### src/rtl/mem_lsu.sv
// ============================================================================
//  Module      : mem_lsu
//  Description : Memory-stage load/store unit. Issues a single registered
//                data-bus request per memory instruction, freezes the
//                pipeline until the bus acknowledges, then presents the
//                load/store result to the MEM/WB register.
//  Revision    : 1.0 - initial release
// ============================================================================
`default_nettype none

module mem_lsu (
    input  logic        clk,
    input  logic        rst,
    input  logic [5:0]  stall,
    input  logic [4:0]  mem_waddr_i,
    input  logic        mem_we_i,
    input  logic [31:0] mem_wdata_i,
    input  logic [4:0]  mem_aluop_i,
    input  logic [31:0] mem_addr_i,
    input  logic [31:0] mem_reg2_i,
    output logic [4:0]  wb_waddr_o,
    output logic        wb_we_o,
    output logic [31:0] wb_wdata_o,
    output logic        stallreq_o,
    output logic        misalign_o,
    output logic        dbus_req_o,
    output logic        dbus_we_o,
    output logic [31:0] dbus_addr_o,
    output logic [3:0]  dbus_sel_o,
    output logic [31:0] dbus_wdata_o,
    input  logic [31:0] dbus_rdata_i,
    input  logic        dbus_ack_i
);

    localparam logic [4:0] OP_LB  = 5'h10;
    localparam logic [4:0] OP_LBU = 5'h11;
    localparam logic [4:0] OP_LH  = 5'h12;
    localparam logic [4:0] OP_LHU = 5'h13;
    localparam logic [4:0] OP_LW  = 5'h14;
    localparam logic [4:0] OP_SB  = 5'h15;
    localparam logic [4:0] OP_SH  = 5'h16;
    localparam logic [4:0] OP_SW  = 5'h17;

    typedef enum logic [1:0] {
        S_IDLE = 2'd0,
        S_BUSY = 2'd1,
        S_DONE = 2'd2
    } state_t;

    state_t      r_state;
    logic [4:0]  r_op;
    logic [1:0]  r_lane;
    logic [4:0]  r_waddr;
    logic        r_we;
    logic [31:0] r_alu;
    logic [31:0] r_result;

    logic        w_is_mem;
    logic        w_is_store;
    logic        w_misalign;
    logic [3:0]  w_sel;
    logic [31:0] w_store_data;
    logic [7:0]  w_byte;
    logic [15:0] w_half;
    logic [31:0] w_load_val;
    logic        w_unused;

    // Only the MEM/WB hold bit of the stall vector matters here.
    assign w_unused = &{1'b0, stall[5], stall[3:0]};

    // Decode the incoming instruction: lane select, store data, alignment.
    always_comb begin
        w_is_mem     = (mem_aluop_i[4:3] == 2'b10);
        w_is_store   = 1'b0;
        w_misalign   = 1'b0;
        w_sel        = 4'b0000;
        w_store_data = 32'h0;
        case (mem_aluop_i)
            OP_LB, OP_LBU, OP_SB: begin
                w_sel        = 4'b1000 >> mem_addr_i[1:0];
                w_store_data = {4{mem_reg2_i[7:0]}};
                w_is_store   = (mem_aluop_i == OP_SB);
            end
            OP_LH, OP_LHU, OP_SH: begin
                w_sel        = mem_addr_i[1] ? 4'b0011 : 4'b1100;
                w_store_data = {2{mem_reg2_i[15:0]}};
                w_is_store   = (mem_aluop_i == OP_SH);
                w_misalign   = mem_addr_i[0];
            end
            OP_LW, OP_SW: begin
                w_sel        = 4'b1111;
                w_store_data = mem_reg2_i;
                w_is_store   = (mem_aluop_i == OP_SW);
                w_misalign   = (mem_addr_i[1:0] != 2'b00);
            end
            default: ;
        endcase
    end

    // Extract the addressed big-endian lane of the returning bus word.
    always_comb begin
        case (r_lane)
            2'd0:    w_byte = dbus_rdata_i[31:24];
            2'd1:    w_byte = dbus_rdata_i[23:16];
            2'd2:    w_byte = dbus_rdata_i[15:8];
            default: w_byte = dbus_rdata_i[7:0];
        endcase
        w_half = r_lane[1] ? dbus_rdata_i[15:0] : dbus_rdata_i[31:16];
        case (r_op)
            OP_LB:   w_load_val = {{24{w_byte[7]}}, w_byte};
            OP_LBU:  w_load_val = {24'h0, w_byte};
            OP_LH:   w_load_val = {{16{w_half[15]}}, w_half};
            OP_LHU:  w_load_val = {16'h0, w_half};
            OP_LW:   w_load_val = dbus_rdata_i;
            default: w_load_val = r_alu;
        endcase
    end

    // Access sequencer: issue, wait for ack, hold result until MEM/WB advances.
    always_ff @(posedge clk) begin
        if (rst) begin
            r_state      <= S_IDLE;
            r_op         <= 5'h0;
            r_lane       <= 2'b00;
            r_waddr      <= 5'h0;
            r_we         <= 1'b0;
            r_alu        <= 32'h0;
            r_result     <= 32'h0;
            dbus_req_o   <= 1'b0;
            dbus_we_o    <= 1'b0;
            dbus_addr_o  <= 32'h0;
            dbus_sel_o   <= 4'b0000;
            dbus_wdata_o <= 32'h0;
        end else begin
            case (r_state)
                S_IDLE: begin
                    if (w_is_mem && !w_misalign) begin
                        r_state      <= S_BUSY;
                        r_op         <= mem_aluop_i;
                        r_lane       <= mem_addr_i[1:0];
                        r_waddr      <= mem_waddr_i;
                        r_we         <= mem_we_i;
                        r_alu        <= mem_wdata_i;
                        dbus_req_o   <= 1'b1;
                        dbus_we_o    <= w_is_store;
                        dbus_addr_o  <= {mem_addr_i[31:2], 2'b00};
                        dbus_sel_o   <= w_sel;
                        dbus_wdata_o <= w_store_data;
                    end
                end
                S_BUSY: begin
                    if (dbus_ack_i) begin
                        r_state    <= S_DONE;
                        dbus_req_o <= 1'b0;
                        r_result   <= w_load_val;
                    end
                end
                S_DONE: begin
                    if (!stall[4]) begin
                        r_state <= S_IDLE;
                    end
                end
                default: r_state <= S_IDLE;
            endcase
        end
    end

    // Write-back / stall / fault outputs; all forced quiet while in reset.
    always_comb begin
        wb_waddr_o = 5'h0;
        wb_we_o    = 1'b0;
        wb_wdata_o = 32'h0;
        stallreq_o = 1'b0;
        misalign_o = 1'b0;
        if (!rst) begin
            case (r_state)
                S_IDLE: begin
                    wb_waddr_o = mem_waddr_i;
                    if (!w_is_mem) begin
                        wb_we_o    = mem_we_i;
                        wb_wdata_o = mem_wdata_i;
                    end else if (w_misalign) begin
                        misalign_o = 1'b1;
                        wb_wdata_o = mem_wdata_i;
                    end else begin
                        stallreq_o = 1'b1;
                    end
                end
                S_BUSY: stallreq_o = 1'b1;
                S_DONE: begin
                    wb_waddr_o = r_waddr;
                    wb_we_o    = r_we;
                    wb_wdata_o = r_result;
                end
                default: ;
            endcase
        end
    end

endmodule

`default_nettype wire

### config.mk
export PLATFORM = sky130hd
export DESIGN_NAME = mem_lsu
export DESIGN_NICKNAME = d
export VERILOG_FILES = /design/src/rtl/mem_lsu.sv
export SDC_FILE = /design/constraint.sdc
export NUM_CORES = 1
export LEC_CHECK = 0
export ABC_CLOCK_PERIOD_IN_PS = 2160
export CORE_UTILIZATION = 44
export CTS_BUF_LIST = sky130_fd_sc_hd__clkbuf_16
export DETAILED_ROUTE_END_ITERATION = 10
export MAX_ROUTING_LAYER = met4
export PLACE_DENSITY = 0.81
export SKIP_LAST_GASP = 1
export SYNTH_ARGS = -nofsm -noshare
export SYNTH_HDL_FRONTEND = slang
export SYNTH_SLANG_ARGS = --single-unit
### constraint.sdc
create_clock -name clk -period 2.16 [get_ports clk]
set_input_delay 0.324 -clock clk [delete_from_list [all_inputs] [get_ports clk]]
set_output_delay 0.324 -clock clk [all_outputs]
set_load 0.02 [all_outputs]
== After elaboration in Yosys (flattened, before gate mapping) ==
Cells that the tools add are included.
Storage, ports and cells
  register bits after elaboration: 147
  bits in latches: 0
  RAM bits: 0
  memory bits (read-only): 0
  input port bits: 148
  output and inout port bits: 110
  word-level logic and storage cells: 79
  memories: 0
Cells by class
  add/sub/neg operators: 0
  multipliers: 0
  div/mod/pow operators: 0
  magnitude comparators: 0
  equal/unequal tests: 21
  shift-type cells: 1
  muxes and demuxes: 32
  bitwise logic cells: 0
  reductions and logical operators: 13
Operators with widths (count)
  $pmux W32 S5: 1
  $mux W32: 3
  $pmux W32 S3: 1
  $eq A5 B5 Y1 const B: 13
  $pmux W32 S2: 1
  $pmux W8 S3: 1
  $mux W16: 1
  $pmux W4 S3: 1
  $mux W1: 11
  $pmux W5 S2: 1
  $pmux W1 S2: 4
  $eq A2 B2 Y1 const B: 3
  $mux W2: 3
  $ne A2 B2 Y1 const B: 3
  $pmux W2 S3: 1
  $reduce_and A3 Y1: 2
  $reduce_or A3 Y1: 2
  $mux W5: 1
  $eq A2 B1 Y1 const B: 2
  $logic_not A2 Y1: 2
  $mux W4: 1
  $reduce_and A2 Y1: 2
  $reduce_bool A2 Y1: 2
  $shr A4 B2 Y4 const A: 1
  other kinds (4): 4

== Longest topological paths before layout ==
  depth in word-level cells: 7
  mapped depth: 7

== Least setup slack after synthesis ==
Ideal clock, no wire load.
  path type: in2out
  start point: in mem_aluop_i[0]
  end point: out misalign_o
  data arrival time: 1.890 ns
  data required time: 1.836 ns
  slack: -0.054 ns
  stages: 7
  path buffers: 3
  cell sequence: buf_4 > nor2b_1 > o21a_1 > buf_2 > clkbuf_1 > nor2_1 > nor3_1
On the way
  word-level cells in the longest chain between the ends: 7
RTL lines
  from (decl): line 18  | input logic [4:0] mem_aluop_i,
  $eq A5 B5 Y1: line 78  | case (mem_aluop_i)
  $reduce_or A3 Y1 or $reduce_or A2 Y1 (tied branches): line 78
  $pmux W1 S2 *: line 78
  $mux W1 *: line 182  | end else if (w_misalign) begin
  $mux W1 *: line 179  | if (!w_is_mem) begin
  $mux W1 *: line 176  | case (r_state)
  $mux W1 *: line 175  | if (!rst) begin
  to (decl): line 25  | output logic misalign_o,
Mark *: on every way between the ends. The rest lies on a longest branch, timed or not.

== Worst setup path in the final report ==
  start point: reg r_state[1]
  end point: out wb_wdata_o[18]
On the way
  word-level cells in the longest chain between the ends: 3
RTL lines
  from (decl): line 50  | state_t r_state;
  from (signal assigned): line 122  | r_state <= S_IDLE;
  from (signal assigned): line 138  | r_state <= S_BUSY;
  from (signal assigned): line 153  | r_state <= S_DONE;
  $eq A2 B2 Y1 or $logic_not A2 Y1 (tied branches): line 176
  $pmux W32 S2 *: line 176
  $mux W32 *: line 175
  to (decl): line 23  | output logic [31:0] wb_wdata_o,
Marks and branches as above.

==> metrics.md <==
| Metric | Value |
|---|---|
| Number of fill cells in the layout | `1209` |
| P&R area growth vs syn | `56.12%` |
| Register area | `2945 µm²` |
| Slew @ Worst Pin | `0.5561 ns` |
| Grt ovf | `0` |
| Die X-Extent | `128.7 µm` |
| Wire length per cell | `20.92 µm` |
| DRC errors left | `0` |
| Top cell type by total area after synthesis | `dfxtp_1` |
| DIE AREA | `16550 µm²` |
| Logic pwr share | `21.4%` |
| Fmax | `464.3 MHz` |
| Sw Ratio | `27.15%` |
| RSZ-0062 raised after global routing | `true` |
| CP max stage cell | `dfxtp_2` |
| Synth Flop Type | `dfxtp_1` |
| First-pass GRT wire length | `42410 µm` |
| CP Capture Point | `wb_wdata_o[18]` |
| Fin cells | `1341` |
| Skew-Pair Late Insertion Delay | `0.43 ns` |
| Worst Path Required | `1.84 ns` |
| Routability-driven placement congestion ratio | `0.9395` |
| Reg2reg start | `r_state[1]$_SDFFE_PP0P_` |
| Peak VDD IR | `0.6341 mV` |
| Detail Route Antenna Nets | `0` |
| Count leader, synth | `dfxtp_1` |
| Cell row count | `45` |
| Initial antenna violation count | `1` |
| Fin crit share | `99.70%` |
| Crit path max-delay family | `buffers and inverters` |
| First-pass DRT Iterations | `5` |
| Worst hold path type | `input port to register` |
| R2R Setup Slk | `0.03 ns` |
| Cts bufs inserted | `17` |
| Clk slew on worst S/H paths | `0.06 ns` |
| Initial Util | `45.75%` |
| Synthesized instance count | `867` |
| Vias in the first global route | `8079` |
| LEAKAGE | `4.014 nW` |
| Register area share after synthesis | `41.69%` |
| EDFF count, synth | `0` |
| P_int | `5.846 mW` |
| Largest fanout on the critical path | `8` |
| Synth async-reset ratio | `0%` |
| Pwr Density | `728.3 nW/µm²` |
| H-tree levels | `4` |
| Top cells by count, synth | `dfxtp_1, a21oi_1, o21ai_0, nand3_1, clkbuf_1` |
| Area occupied by multi-input gates | `3830 µm²` |
| Status | `complete, no violations` |
| Max-Cap Viols | `0` |
| Vias | `8313` |
| Core Util, Final | `71.43%` |
| Final setup fails | `0` |
| Share of cells above drive strength 1 | `15.41%` |
| Longest Clk Path Bufs | `2` |
| Synth area leaders | `dfxtp_1, a21oi_1, o21ai_0` |
| Nets | `1265` |
| Minimum clock period | `2.154 ns` |
| Ports placed on the boundary | `258` |
| Type of the worst setup path | `register to output port` |
| Syn. warnings | `0` |
| Final hold violation count | `0` |
| CTS tree | `built` |
| Sink Count | `147` |
| Placed cell count | `1299` |
| Cell Chain, Critical Path | `or2_4, nor4_4, buf_12, buf_12, a22o_1, buf_2` |
| Slowest stage delay, CP | `0.32 ns` |
| Vias/cell | `6.199` |
| R2r worst-path depth | `8` |
| Synthesized cell area | `7058 µm²` |
| Routed Wire Length | `28050 µm` |
| Crit-path most repeated cell | `buf_12` |
| GRT Total Usage | `34.06%` |
| Post-synth top area share | `41.69%` |
| Clock Skew | `0.008273 ns` |
| Clock power share | `42.0%` |
| Number of cells on the critical path | `6` |
| Critical path buffer and inverter count | `3` |
| Area after DPL | `10110 µm²` |
| CP Launch Type | `register` |
| Yosys reg bits | `147` |
| DIE HEIGHT | `128.7 µm` |
| Sequential Power Share | `36.7%` |
| DR iter-0 viols | `913` |
| Critical Path Source | `r_state[1]$_SDFFE_PP0P_` |
| Hold_buf cts | `0` |
| Port bufs | `250` |
| DP Wirelength | `18000 µm` |
| Post-synthesis area per instance | `8.141 µm²` |
| Capturing point of the worst reg2reg path | `dbus_wdata_o[31]$_SDFFE_PP0P_` |
| Cell variety after synth | `53` |
| Arrival time worst endpoint | `1.83 ns` |
| Clk root buf | `clkbuf_16` |
| Largest net degree at the start of global routing | `108` |
| Fin. max-slew vios | `0` |
| Design area | `11020 µm²` |
| Fin Setup TNS | `0 ns` |
| Core Footprint | `15430 µm²` |
| Crit end category | `output port` |
| Psw | `2.179 mW` |
| Slew HR | `62.93%` |
cell families (layout without fill, tap and decap cells):
logic type	count (synthesis)	in the layout	synth area share (%)
muxes	23	23	3.297
xor gates and xnor gates	1	1	0.2305
buffers and inverters	100	361	5.974
other	1	3	0.05313
DFF	147	147	41.69
and+or+nand+nor	202	202	14.34
AOI/OAI and AO/OA	393	393	34.41
power groups by stage:
stage | Combinational (mW) | Clock, mW | Sequential (mW)
after floorplan | 0.676 | 0 | 3.06
after global placement | 1.55 | 0 | 2.99
after detailed placement | 1.57 | 0 | 3.00
after CTS | 1.67 | 3.39 | 2.94
after global routing | 1.81 | 3.52 | 2.96
final | 1.71 | 3.37 | 2.94
repair_timing:
action	in CTS	in global routing
endpoints found under the hold margin	0	0
setup buffers	4	5
pin swaps	25	6
endpoints found under the setup margin	63	143
cloned	3	2
gates resized for setup	202	41
routing by layer:
| metal | routed length, µm | vias to the layer above | part of all wire (%) | global-route usage (%) |
|---|---|---|---|---|
| met2 | 13320 | 486 | 47 | 53.93 |
| met3 | 2642 | 92 | 9.4 | 7.692 |
| met5 | 0 | - | 0 | - |
| li1 | - | 3780 | - | - |
| met1 | 10950 | 3955 | 39 | 40.89 |
| met4 | 1145 | 0 | 4.1 | 16.47 |
layout by cell type, fill, tap and decap left out, types with 17 or more instances in the layout:
master	Yosys	routed
a22o_1	32	32
nor3_1	20	18
mux2i_1	21	21
nor2_1	20	18
a22oi_1	21	21
dfxtp_1	147	145
o21ai_1	16	19
nand3_1	83	83
nand2_1	42	41
clkdlybuf4s50_1	0	202
a21oi_1	129	128
a221oi_1	26	26
buf_4	5	57
buf_6	0	26
o21ai_0	108	104
buf_12	0	17
clkbuf_16	0	19
registers in the layout, indices dropped and copies added, names as in the netlist:
signal,count
dbus_addr_o,30
dbus_req_o,1
dbus_sel_o,4
dbus_wdata_o,32
dbus_we_o,1
r_alu,32
r_lane,2
r_op,5
r_result,32
r_state,2
r_waddr,5
r_we,1
worst min-delay path, delay by kind of cell:
kind	cells	cell delay, ns
simple gates	2	0.18
buf+inv	2	0.21
worst min path at each step:
stage	startpoint	to	slack, ns	cells after the start
after global placement	dbus_req_o$_SDFFE_PP0P_	dbus_req_o$_SDFFE_PP0P_	0.44	2
after detailed placement	dbus_req_o$_SDFFE_PP0P_	dbus_req_o$_SDFFE_PP0P_	0.45	2
final	rst	r_state[0]$_SDFFE_PP0P_	0.33	4
after global routing	rst	r_state[0]$_SDFFE_PP0P_	0.33	4
after CTS	rst	r_state[0]$_SDFFE_PP0P_	0.31	4
after floorplan	r_result[6]$_SDFFE_PP0P_	r_result[6]$_SDFFE_PP0P_	0.43	2
cell type report:
cell class | instances | area share, %
Inverter | 5 | 0.1703
Sequential cell | 147 | 26.73
Tap cell | 211 | 2.396
Clock inverter | 14 | 2.135
Clock buffer | 17 | 3.861
Antenna cell | 1 | 0.02271
Multi-Input combinational cell | 621 | 34.76
Timing Repair Buffer | 325 | 29.93
per-stage QoR:
step | hold WS [ns] | worst slack (ns) | power, mW
2_1_floorplan | 0.4259 | 0.09782 | 3.737
3_3_place_gp | 0.4446 | -0.7221 | 4.546
3_5_place_dp | 0.4498 | -0.7992 | 4.569
4_1_cts | 0.3059 | -0.1444 | 7.994
5_1_grt | 0.3333 | -0.04692 | 8.285
6_report | 0.3333 | 0.006432 | 8.025
Note: power is estimated with default switching activity, not from simulation.
